**src/rtl/bank_xbar_arb.sv**
```systemverilog
// Crossbar from one DMA port and NB per-bank PE ports to NB single-port SRAM banks,
// with DMA-priority arbitration, a starvation limit and pipelined read responses.
// Optional performance counters are enabled with `define BANK_XBAR_PERF_EN.
module bank_xbar_arb #(
  parameter int DATA_W     = 32,
  parameter int ADDR_W     = 10,
  parameter int NB         = 4,
  parameter int BSEL_W     = $clog2(NB),
  parameter int RD_LAT     = 1,
  parameter int STARVE_MAX = 4
) (
  input  logic                       clk,
  input  logic                       rst_n,
  input  logic                       dma_req_valid,
  output logic                       dma_req_ready,
  input  logic                       dma_req_we,
  input  logic [BSEL_W-1:0]          dma_req_bank,
  input  logic [ADDR_W-1:0]          dma_req_addr,
  input  logic [DATA_W-1:0]          dma_req_wdata,
  output logic                       dma_rsp_valid,
  output logic [DATA_W-1:0]          dma_rsp_rdata,
  input  logic [NB-1:0]              pe_req_valid,
  output logic [NB-1:0]              pe_req_ready,
  input  logic [NB-1:0]              pe_req_we,
  input  logic [NB-1:0][ADDR_W-1:0]  pe_addr,
  input  logic [NB-1:0][DATA_W-1:0]  pe_wdata,
  output logic [NB-1:0]              pe_rsp_valid,
  output logic [NB-1:0][DATA_W-1:0]  pe_rsp_rdata,
  output logic [NB-1:0]              bank_en,
  output logic [NB-1:0]              bank_we,
  output logic [NB-1:0][ADDR_W-1:0]  bank_addr,
  output logic [NB-1:0][DATA_W-1:0]  bank_din,
  input  logic [NB-1:0][DATA_W-1:0]  bank_dout
`ifdef BANK_XBAR_PERF_EN
  ,
  input  logic                       perf_clr,
  output logic [31:0]                perf_conflict_cnt,
  output logic [31:0]                perf_force_cnt
`endif
);

  localparam int CNT_W = $clog2(STARVE_MAX + 1);

  logic                        dmaInRange;
  logic [NB-1:0]               dmaHit;
  logic [NB-1:0]               conflict;
  logic [NB-1:0]               forceGnt;
  logic [NB-1:0]               dmaGnt;
  logic [NB-1:0]               peGnt;
  logic [NB-1:0][CNT_W-1:0]    starveCnt_q, starveCnt_d;

  logic                        rdDma_d, rdOob_d;
  logic [BSEL_W-1:0]           rdBank_d;
  logic [NB-1:0]               rdPe_d;
  logic [RD_LAT-1:0]           rspDma_q, rspOob_q;
  logic [RD_LAT-1:0][BSEL_W-1:0] rspBank_q;
  logic [RD_LAT-1:0][NB-1:0]   rspPe_q;

  // A DMA bank select beyond NB is still accepted but never reaches a bank.
  always_comb begin
    dmaInRange = {1'b0, dma_req_bank} < (BSEL_W + 1)'(NB);
    for (int b = 0; b < NB; b++) begin
      dmaHit[b]      = dma_req_valid && dmaInRange && (dma_req_bank == BSEL_W'(b));
      conflict[b]    = dmaHit[b] && pe_req_valid[b];
      forceGnt[b]    = conflict[b] && (starveCnt_q[b] == CNT_W'(STARVE_MAX));
      dmaGnt[b]      = dmaHit[b] && !forceGnt[b];
      peGnt[b]       = pe_req_valid[b] && !dmaGnt[b];
      starveCnt_d[b] = (pe_req_valid[b] && dmaGnt[b]) ? starveCnt_q[b] + 1'b1 : '0;
    end
    dma_req_ready = dma_req_valid && !(|forceGnt);
    pe_req_ready  = peGnt;
  end

  always_comb begin
    bank_en   = '0;
    bank_we   = '0;
    bank_addr = '0;
    bank_din  = '0;
    for (int b = 0; b < NB; b++) begin
      if (dmaGnt[b]) begin
        bank_en[b]   = 1'b1;
        bank_we[b]   = dma_req_we;
        bank_addr[b] = dma_req_addr;
        bank_din[b]  = dma_req_wdata;
      end else if (peGnt[b]) begin
        bank_en[b]   = 1'b1;
        bank_we[b]   = pe_req_we[b];
        bank_addr[b] = pe_addr[b];
        bank_din[b]  = pe_wdata[b];
      end
    end
  end

  always_comb begin
    rdDma_d  = dma_req_valid && dma_req_ready && !dma_req_we;
    rdOob_d  = !dmaInRange;
    rdBank_d = dma_req_bank;
    rdPe_d   = peGnt & ~pe_req_we;
  end

  // Each stage tracks which requesters own the bank data arriving RD_LAT cycles later.
  always_ff @(posedge clk or negedge rst_n) begin
    if (!rst_n) begin
      starveCnt_q <= '0;
      rspDma_q    <= '0;
      rspOob_q    <= '0;
      rspBank_q   <= '0;
      rspPe_q     <= '0;
    end else begin
      starveCnt_q  <= starveCnt_d;
      rspDma_q[0]  <= rdDma_d;
      rspOob_q[0]  <= rdOob_d;
      rspBank_q[0] <= rdBank_d;
      rspPe_q[0]   <= rdPe_d;
      for (int i = 1; i < RD_LAT; i++) begin
        rspDma_q[i]  <= rspDma_q[i-1];
        rspOob_q[i]  <= rspOob_q[i-1];
        rspBank_q[i] <= rspBank_q[i-1];
        rspPe_q[i]   <= rspPe_q[i-1];
      end
    end
  end

  always_comb begin
    dma_rsp_valid = rspDma_q[RD_LAT-1];
    dma_rsp_rdata = '0;
    if (dma_rsp_valid && !rspOob_q[RD_LAT-1]) begin
      for (int b = 0; b < NB; b++) begin
        if (rspBank_q[RD_LAT-1] == BSEL_W'(b)) dma_rsp_rdata = bank_dout[b];
      end
    end
    pe_rsp_valid = rspPe_q[RD_LAT-1];
    for (int b = 0; b < NB; b++) begin
      pe_rsp_rdata[b] = pe_rsp_valid[b] ? bank_dout[b] : '0;
    end
  end

`ifdef BANK_XBAR_PERF_EN
  logic [31:0] perfConflict_q, perfForce_q;

  // Saturating event counters; a clear request wins over a same-cycle event.
  always_ff @(posedge clk or negedge rst_n) begin
    if (!rst_n) begin
      perfConflict_q <= '0;
      perfForce_q    <= '0;
    end else if (perf_clr) begin
      perfConflict_q <= '0;
      perfForce_q    <= '0;
    end else begin
      if ((|conflict) && !(&perfConflict_q)) perfConflict_q <= perfConflict_q + 32'd1;
      if ((|forceGnt) && !(&perfForce_q))    perfForce_q    <= perfForce_q + 32'd1;
    end
  end

  assign perf_conflict_cnt = perfConflict_q;
  assign perf_force_cnt    = perfForce_q;
`endif

endmodule

```
**config.mk**
```make
export PLATFORM = sky130hd
export DESIGN_NAME = bank_xbar_arb
export DESIGN_NICKNAME = d
export VERILOG_FILES = /design/src/rtl/bank_xbar_arb.sv
export SDC_FILE = /design/constraint.sdc
export NUM_CORES = 1
export LEC_CHECK = 0
export BUFFER_PORTS_ARGS = -buffer_cell sky130_fd_sc_hd__buf_2
export CORE_AREA = 2 2 273 275
export CTS_CLUSTER_SIZE = 25
export DETAILED_ROUTE_END_ITERATION = 8
export DIE_AREA = 0 0 275 277
export SYNTH_ARGS = -nofsm -noshare
export SYNTH_HDL_FRONTEND = slang
export SYNTH_SLANG_ARGS = --single-unit
```
**constraint.sdc**
```tcl
create_clock -name clk -period 1.4 [get_ports clk]
set_input_delay 0.07 -clock clk [delete_from_list [all_inputs] [get_ports clk]]
set_output_delay 0.07 -clock clk [all_outputs]
set_load 0.03 [all_outputs]
```
==> results of run 1 <==
[through the flow]
| step | instances | worst slack (ns) | hold WS, ns |
|---|---|---|---|
| finish | 2464 | -0.574 | 0.0352 |
| CTS | 2450 | -0.632 | 0.0272 |
| global placement | 2407 | -0.390 | 0.0857 |
| detailed placement | 2407 | -0.425 | 0.0977 |
| global route | 2460 | -0.673 | 0.0319 |
| floorplan | 730 | -0.160 | -0.226 |
[power groups by stage]
stage	sequential [mW]	combinational (mW)	clock, mW
floorplan	0.601	3.08	0
global placement	0.584	4.89	0
detailed placement	0.585	4.91	0
CTS	0.575	5.74	0.688
global route	0.583	6.03	0.707
finish	0.582	5.76	0.651
[critical path, delay by kind of cell (launching register included)]
family,cells,cell delay [ns]
adders and majority gates,1,0.18
buffers and inverters,4,0.51
DFF,1,0.37
muxes,1,0.25
and+or+nand+nor,2,0.29
[per-layer routing]
layer / track usage, % / share of wire, % / vias up
li1: - / - / 3950
met1: 14.0 / 37 / 4178
met2: 23.6 / 53 / 539
met3: 2.36 / 7.0 / 61
met4: 4.41 / 3.2 / 0
met5: 0 / 0 / -
[synth_stat cells, drive strengths merged (2+ instances only)]
| library cell | count |
|---|---|
| mux2i | 172 |
| nor3 | 4 |
| and3 | 9 |
| nor2b | 4 |
| mux4 | 32 |
| ha | 8 |
| and2 | 163 |
| dfrtp | 19 |
| nand2b | 7 |
| nor3b | 4 |
| nand3b | 2 |
| nand3 | 5 |
| clkbuf | 35 |
| inv | 53 |
| nand2 | 174 |
| buf | 29 |
| xor2 | 3 |
[repair_timing]
| item | in CTS | in global routing |
|---|---|---|
| setup buffers | 27 | 10 |
| pin swaps | 7 | 12 |
| hold endpoints to repair | 25 | 0 |
| cloned | 11 | 3 |
| gates resized for setup | 471 | 83 |
| hold buffers | 7 | 0 |
| endpoints found under the setup margin | 219 | 233 |
[area by class of cell]
class / count / share of cell area, %
antenna: 10 / 0.159
clock buffer: 3 / 0.477
clock inverter: 1 / 0.0318
inverter: 53 / 1.27
multi-input combinational: 595 / 43.8
sequential: 19 / 3.05
tap: 969 / 7.71
timing repair buffer: 814 / 43.5
[cell families after synthesis]
kind of cell | count (synthesis)
compound gates | 3
fa+ha+maj | 8
simple gates | 375
mux | 204
flops | 19
xor+xnor | 4
buf+inv | 117
[worst paths after layout]
check	startpoint	end	cells after the start
worst max-delay path	starveCnt_q[1]	bank_din[12]	8
worst min-delay path	dma_req_bank[1]	rspBank_q[1]	1
worst max register to register	starveCnt_q[1]	starveCnt_q[0]	7
worst min register to register	starveCnt_q[6]	starveCnt_q[6]	2
max in group asynchronous	rst_n	pe_rsp_valid[1]	2
min in group asynchronous	rst_n	starveCnt_q[4]	2
[state kept, by name, summed over array words and instances (netlist names)]
signal	cells
rspBank_q	2
dma_rsp_valid	1
starveCnt_q	12
pe_rsp_valid	4
==> impl_results.md, run 1 <==
* Internal power at 3.59 mW
* Largest family of logic cells by synthesized area: multiplexers
* Hold violation count in the final report at 0
* Total CTS buffers at 3
* Final net count at 1846
* Seq. cell area at 479 um^2
* H-tree depth at 1
* Die width at 275 um
* IO Pins at 698
* Clock network power share at 9.3%
* Normalized max-slew margin at 54.1%
* Number of synthesized flops with an enable pin at 0
* Slowest CP cell: dfrtp_1
* CTS Buffer Depth at 2
* Total wire length at 52000 um
* Initial drt markers at 336
* Final instance area at 15700 um^2
* Area used by multi-input combinational logic at 6890 um^2
* Drt first pass iters at 4
* Pins over their slew limit at 0
* Final Core Density at 21.4%
* Critical path arrival at 1.90 ns
* Area of the mapped netlist at 5590 um^2
* Sequential fraction of the synthesis area at 8.51%
* Status: finished, violations left
* Distinct cells, synth at 29
* Register share of total power at 8.3%
* Routed via count at 8728
* Post-synthesis mux area share at 43.7%
* Layout cells sized above 1 at 73.3%
* First-pass GRT wire length at 67900 um
* Fraction of registers with async set/reset at 100%
* Internal reg-to-reg setup slack at 0.06 ns
* HPWL after DPL at 42500 um
* Gate Count Post-Synth at 730
* Final ANT Viol Nets at 0
* Largest net degree at the start of global routing at 34
* Max IR drop VDD at 0.431 mV
* Failing checks: negative setup slack
* Fin worst setup slack at -0.574 ns
* Synth warnings at 0
* Sink Count at 19
* Worst setup path class: flip-flop to primary output
* CP Capture Type: primary output
* Gate power share at 82.4%
* Fraction of the mapped netlist area in adder cells at 1.79%
* Startpoint types: flip-flop
* Synth Area in Compound Gates at 0.336%
* Final Wtd Congestion at 0.846
* RSZ-0062 raised after global routing: true
* CP cell instances: inv_1 -> ha_2 -> nand3_4 -> nand2_8 -> buf_12 -> buf_16 -> mux2i_4 -> buf_6
* Syn_nets at 1090
* GRT Total Usage at 12.6%
* CTS tree: done
* Drt drc at 0
* Global route total overflow at 0
* Placed cell area at 13200 um^2
* Yosys reg bits at 19
* Number of global-route vias before repair at 9007
* Synth top area cells: mux2i_1 31%, and2_1 18%, mux4_2 13%
* Clock Tree Root: clkbuf_16
* Antenna violations before repair at 16
* Sw frac at 48.7%
* Setup violations, final at 209
* Most frequent cells in the layout: 451 x buf_2, 215 x buf_6, 173 x nand2_1
* Worst EP required at 1.33 ns
* DR vias/cell at 3.54
* Fill count at 8017
* Clock transition at path regs at 0.07 ns
* P_sw at 3.40 mW
* Max Cap Viol at 0
* Setup TNS at -97.37 ns
* Core Footprint at 73600 um^2
* Post-synthesis simple-gate area fraction at 34.2%
* Fmax at 507 MHz
* Worst slew pin tran at 0.688 ns
* IO buf count at 697
* Synth area leader: mux2i_1
* Worst-Skew Late Latency at 0.26 ns
* Cell Pwr Density at 445 nW/um^2
* Initial core utilization at 7.59%
* Layout Skew at 0.00267 ns
* Row count at 100
* Synth top area share at 30.8%
* Drt wl/cell at 21.1 um
* Die height at 277 um
* Power Total at 7.00 mW
* Hold WC Path Type: primary input to flip-flop
* Synth Area in XOR/XNOR at 0.627%
* Crit Path Max Fanout at 6
* Worst path max stage delay at 0.37 ns
* Crit path time final at 1.97 ns
* Leakage at 7.40 nW
* Tcrit/Tclk final at 141%
* Main synth FF type: dfrtp_1
* Area growth syn-to-layout at 181%
* Commonest non-fill, non-tap cell in the layout: buf_2
* Syn Area/Cell at 7.65 um^2
* Die area at 76200 um^2
(Power assumes the default switching activity.)
==> inputs of run 2 (changes only) <==
- SKIP_LAST_GASP: unset -> 1
==> run 2 against run 1 <==
Effect of this change:
- the run still ends with negative setup slack left
- final cell count decreased by 0.12%
- sequential share of layout area about the same
- register-to-register slack about the same
- clock power about the same
==> impl_results.md, run 2 (same netlist as run 1, synthesis figures left out) <==
* Status: finished, violations left
* Failing checks: negative setup slack
* Fmax at 507 MHz (about the same)
* Worst EP required at 1.33 ns (about the same)
* Hold Startpoint: dma_req_bank[1]
* Max IR drop VDD at 0.431 mV (about the same)
* Crit path max-delay family: buffers and inverters
* HPWL after DPL at 42500 um (unchanged)
* CTS tree: done
* DR vias/cell at 3.54 (-0.19%)
* Worst setup path class: flip-flop to primary output
* Hold WC Path Type: primary input to flip-flop
* Startpoint types: flip-flop
* Final ANT Viol Nets at 0 (unchanged)
* Commonest non-fill, non-tap cell in the layout: buf_2
* Worst path max stage delay at 0.37 ns (about the same)
* Global route total overflow at 0 (unchanged)
* Crit path capture: bank_din[12]
* Initial drt markers at 328 (-2.4%)
* Final Wtd Congestion at 0.846 (unchanged)
* Reg with most FFs: starveCnt_q
* Tcrit/Tclk final at 141% (about the same)
* Most frequent cells in the layout: 462 x buf_2, 215 x buf_6, 173 x nand2_1
* Pins over their slew limit at 0 (unchanged)
* Critical path arrival at 1.90 ns (about the same)
* Total wire length at 52100 um (+0.21%)
* Worst R2R Path Depth at 7 (unchanged)
* Initial core utilization at 7.59% (unchanged)
* IO buf count at 697 (unchanged)
* Power Total at 6.98 mW (-0.23%)
* RSZ-0062 raised after global routing: true
* Crit path time final at 1.97 ns (-0.000358 ns)
* GRT Total Usage at 12.6% (about the same)
* Critical Path Start: starveCnt_q[1]
* Sink Count at 19 (unchanged)
* Buf/Inv on CP at 4 (unchanged)
* Layout Skew at 0.00280 ns (+0.000131 ns)
* Final net count at 1846 (unchanged)
* Slowest CP cell: dfrtp_1
* Crit Path Max Fanout at 6 (unchanged)
* CTS Buffer Depth at 2 (unchanged)
* Clock Tree Root: clkbuf_16
* Drt drc at 0 (unchanged)
* Area growth syn-to-layout at 180%
* Die height at 277 um (unchanged)
* Antenna violations before repair at 16 (unchanged)
* Total CTS buffers at 3 (unchanged)
* Layout cells sized above 1 at 72.9% (-0.40 points)
* Fin worst setup slack at -0.573 ns (+0.000358 ns)
* Worst slew pin tran at 0.687 ns (-0.000935 ns)
* Die width at 275 um (unchanged)
* CP cell instances: inv_1 -> ha_2 -> nand3_4 -> nand2_8 -> buf_12 -> buf_16 -> mux2i_4 -> buf_6
* Core Footprint at 73600 um^2 (unchanged)
* Worst R2R Start: starveCnt_q[9]
* Drt first pass iters at 5 (+1)
* Die area at 76200 um^2 (unchanged)
* Worst-Skew Late Latency at 0.26 ns (about the same)
* H-tree depth at 1 (unchanged)
* Internal reg-to-reg setup slack at 0.05 ns (about the same)
* First-pass GRT wire length at 67800 um (-0.14%)
* Largest net degree at the start of global routing at 34 (unchanged)
* Row count at 100 (unchanged)
* Hold violation count in the final report at 0 (unchanged)
* Routed via count at 8701 (-0.31%)
* Normalized max-slew margin at 54.1% (+0.062 points)
* Drt wl/cell at 21.2 um (+0.33%)
* Number of global-route vias before repair at 8978 (-0.32%)
* Clock transition at path regs at 0.07 ns (about the same)
* Hold slack at 0.0369 ns (+0.00179 ns)
* Max Cap Viol at 0 (unchanged)
* Crit Reg-Reg Endpoint: starveCnt_q[9]
* IO Pins at 698 (unchanged)
* Max FFs per register at 12 (unchanged)
* Leakage at 7.39 nW (-0.14%)
* CP Depth at 8 (unchanged)
* Fill count at 8022 (+0.062%)
* Cell Pwr Density at 446 nW/um^2 (+0.14%)
* CP Capture Type: primary output
* Setup violations, final at 209 (unchanged)
[run 2: where the power goes]
| part | switching [mW] | leakage (nW) | internal [mW] | total, mW |
|---|---|---|---|---|
| Combinational | 3.12 | 7.10 | 2.63 | 5.75 |
| Clock | 0.263 | 0.0409 | 0.385 | 0.649 |
| Sequential | 0.0174 | 0.251 | 0.564 | 0.581 |
| Total | 3.40 | 7.39 | 3.58 | 6.98 |
[run 2: worst min path at each step]
stage / cells after the start / end / slack, ns
finish: 1 / rspBank_q[1] / 0.04
global placement: 1 / starveCnt_q[5] / 0.09
detailed placement: 1 / starveCnt_q[9] / 0.1
floorplan: 0 / dma_rsp_valid / -0.23
global route: 1 / rspBank_q[1] / 0.03
CTS: 1 / rspBank_q[1] / 0.03
[run 2: layout make-up]
cell class                      count  area, um^2  share of cell area, %
Inverter                           53         199                   1.27
Clock buffer                        3        75.1                  0.479
Multi-Input combinational cell    595        6870                   43.9
Sequential cell                    19         479                   3.06
Clock inverter                      1        5.00                 0.0319
Timing Repair Buffer              814        6800                   43.4
Tap cell                          969        1210                   7.74
Antenna cell                        7        17.5                  0.112
[run 2: routing by layer]
layer  global-route usage (%)  up-vias  wire length, um
li1                         -     3947                -
met1                     14.0     4137            19500
met2                     23.7      547            27300
met3                     2.33       70             3580
met4                     3.98        0             1760
met5                        0        -                0
[run 2: metrics by stage]
step                      cell area, um^2  worst slack (ns)  setup TNS (ns)  cells  utilization, %
after floorplan                      7860            -0.160          -23.29    730               -
after global placement              13200            -0.390          -58.70   2407            17.9
after detailed placement            13200            -0.425          -63.61   2407            17.9
after CTS                           15400            -0.632         -106.16   2450            20.9
after global routing                15700            -0.673         -115.77   2458            21.3
final                               15700            -0.573          -97.25   2461            21.3
[run 2: what timing repair did]
action / 4_1_cts / 5_1_grt
hold buffers: 7 / 0
endpoints found under the setup margin: 219 / 234
hold endpoints to repair: 25 / 0
gates cloned: 11 / 3
pin swaps: 7 / 11
resized for setup: 442 / 105
buffers inserted: 27 / 10
==> inputs of run 3 (changes only) <==
==> constraint.sdc (replaced) <==
create_clock -name clk -period 1.4 [get_ports clk]
set_input_delay 0.21 -clock clk [delete_from_list [all_inputs] [get_ports clk]]
set_output_delay 0.21 -clock clk [all_outputs]
set_load 0.03 [all_outputs]
==> run 3 against run 2 <==
Effect of this change:
- the flow still finishes with violations (negative setup slack)
- utilization up 1.9 points
- critical path type unchanged
- global-route usage is 1.1 points lower
- clock skew fell by 0.0013 ns
- fmax decreased by 6.8%
- die area stayed put
- largest power group unchanged
- sequential cell count stayed put
- sequential share of layout area fell by 0.22 points
- sequential power grew 2%
- first-iteration DRC count is 27% lower
- clock power is 6.0% lower
- final cell count grew 2.2%
- setup slack worse by 0.14 ns
==> impl_results.md, run 3 (same netlist as run 1, synthesis figures left out) <==
* Fill count at 7861 (-2.0%)
* Drt drc at 0 (unchanged)
* Commonest non-fill, non-tap cell in the layout: buf_2
* Failing checks: negative setup slack
* Final Core Density at 23.2% (+1.9 points)
* Routed via count at 8962 (+3.0%)
* Sink Count at 19 (unchanged)
* Status: finished, violations left
* Cell Pwr Density at 434 nW/um^2 (-2.6%)
* Clock Tree Root: clkbuf_16
* Tcrit/Tclk final at 151% (+10 points)
* CTS Buffer Depth at 2 (unchanged)
* Leakage at 7.95 nW (+7.6%)
* Worst EP required at 1.19 ns (-0.14 ns)
* Initial drt markers at 239 (-27%)
* Number of global-route vias before repair at 8795 (-2.0%)
* Worst slew pin tran at 0.478 ns (-0.209 ns)
* Worst-Skew Late Latency at 0.26 ns (about the same)
* Worst setup path class: flip-flop to primary output
* Met2 Track Usage GR at 22.0% (-1.7 points)
* Sw frac at 47.1% (-1.7 points)
* Clock transition at path regs at 0.06 ns (about the same)
* Max Cap Viol at 0 (unchanged)
* IO buf count at 697 (unchanged)
* Setup violations, final at 341 (+63%)
* Core Footprint at 73600 um^2 (unchanged)
* Fin worst setup slack at -0.717 ns (-0.144 ns)
* Max IR drop VDD at 0.336 mV (-22%)
* P_sw at 3.49 mW (+2.5%)
* Final net count at 1902 (+3.0%)
* HPWL after DPL at 40100 um (-5.6%)
* DR vias/cell at 3.56 (+0.83%)
* Crit Reg-Reg Endpoint: dma_rsp_valid
* Largest net degree at the start of global routing at 34 (unchanged)
* First-pass GRT wire length at 62300 um (-8.2%)
* GR Layer Usage met1 at 12.3% (-1.7 points)
* H-tree depth at 1 (unchanged)
* RSZ-0062 raised after global routing: true
* Final Wtd Congestion at 0.819 (-3.3%)
* Most Crowded Layer GR: met2
* Internal reg-to-reg setup slack at -0.10 ns (-0.15 ns)
* GR Util met3 at 2.34% (+0.0087 points)
* Crit path capture: bank_din[56]
* Total CTS buffers at 3 (unchanged)
* Critical Path Start: starveCnt_q[4]
* Initial core utilization at 7.59% (unchanged)
* Normalized max-slew margin at 68.1% (+14 points)
* Fmax at 472 MHz (-6.8%)
* Layout cells sized above 1 at 80.3% (+7.4 points)
* Max FFs per register at 12 (unchanged)
* Startpoint types: flip-flop
* Hold violation count in the final report at 0 (unchanged)
* Setup TNS at -136.24 ns (-39.00 ns)
* IO Pins at 698 (unchanged)
* Internal power at 3.92 mW (+9.5%)
* Drt first pass iters at 5 (unchanged)
* Global route total overflow at 0 (unchanged)
* Crit path time final at 2.12 ns (+0.144 ns)
* Antenna violations before repair at 9 (-7)
* Worst R2R Start: starveCnt_q[4]
* Critical path arrival at 1.91 ns (about the same)
* Most frequent cells in the layout: 390 x buf_2, 298 x buf_6, 173 x nand2_1
* Register share of total power at 8.0% (-0.3 points)
* CP Capture Type: primary output
* Power Total at 7.41 mW (+6.1%)
* Row count at 100 (unchanged)
* Area growth syn-to-layout at 205%
* Hold Path Cell Cnt at 2 (+1)
* GRT Total Usage at 11.4% (-1.1 points)
* Worst R2R Path Depth at 9 (+2)
* Reg with most FFs: starveCnt_q
* Clock network power share at 8.2% (-1.1 points)
* Setup Slack @ Placement at -0.563 ns (-0.138 ns)
* CTS tree: done
* Crit Path Max Fanout at 6 (unchanged)
* Total wire length at 53600 um (+2.9%)
* Die area at 76200 um^2 (unchanged)
* Drt wl/cell at 21.3 um (+0.69%)
* Die width at 275 um (unchanged)
* Layout Skew at 0.00152 ns (-0.00128 ns)
* Die height at 277 um (unchanged)
* Gate power share at 83.7% (+1.3 points)
* Pins over their slew limit at 0 (unchanged)
* Hold WC Path Type: primary input to flip-flop
* Final ANT Viol Nets at 0 (unchanged)
==> run 3: power by group through the flow <==
stage	Sequential (mW)	Clock, mW	Combinational, mW
final	0.594	0.610	6.20
after global routing	0.596	0.647	6.48
after CTS	0.575	0.625	5.52
after detailed placement	0.586	0	4.99
after global placement	0.585	0	4.97
after floorplan	0.601	0	3.12
==> run 3: area by class of cell <==
type / count / area (um^2) / area share, %
Multi-Input combinational cell: 595 / 7180 / 42.1
Inverter: 53 / 199 / 1.17
Tap cell: 969 / 1210 / 7.11
Clock inverter: 1 / 5.00 / 0.0293
Sequential cell: 19 / 484 / 2.84
Antenna cell: 4 / 10.0 / 0.0587
Clock buffer: 3 / 75.1 / 0.440
Timing Repair Buffer: 870 / 7900 / 46.3
==> run 3: layer usage <==
metal  share of wire, %  routed length, um  vias up
li1                   -                  -     4051
met1                 36              19500     4314
met2                 53              28600      517
met3                7.0               3740       74
met4                3.2               1700        6
met5              0.067                 36        -
==> run 3: timing repair <==
| action | 4_1_cts | 5_1_grt |
|---|---|---|
| resized for setup | 332 | 573 |
| buffers inserted | 18 | 16 |
| pin swaps | 6 | 17 |
| hold buffers | 1 | 0 |
| endpoints found under the hold margin | 19 | 0 |
| setup endpoints to repair | 266 | 325 |
| cloned | 6 | 21 |
==> run 3: metrics by stage <==
stage,cell area [um^2],hold WS [ns],cells
after floorplan,7950,-0.0856,730
after global placement,13500,0.190,2452
after detailed placement,13500,0.195,2452
after CTS,15000,0.114,2479
after global routing,17100,0.120,2512
final,17100,0.114,2514
==> run 3: worst max-delay path: stages, from the launching register on <==
cell and delay (ns):
dfrtp_1 0.39, inv_2 0.08, ha_4 0.14, nand3_4 0.09, nand2b_4 0.17, buf_12 0.19, clkbuf_16 0.20, mux2i_4 0.23
buf_6 0.15
==> run 3: worst min path at each step <==
stage	slack, ns	endpoint	startpoint
final	0.11	pe_rsp_valid[0]	pe_req_we[0]
after global routing	0.12	pe_rsp_valid[3]	pe_req_we[3]
after CTS	0.11	pe_rsp_valid[0]	pe_req_we[0]
after detailed placement	0.19	starveCnt_q[3]	rst_n
after global placement	0.19	starveCnt_q[3]	rst_n
after floorplan	-0.09	dma_rsp_valid	rst_n
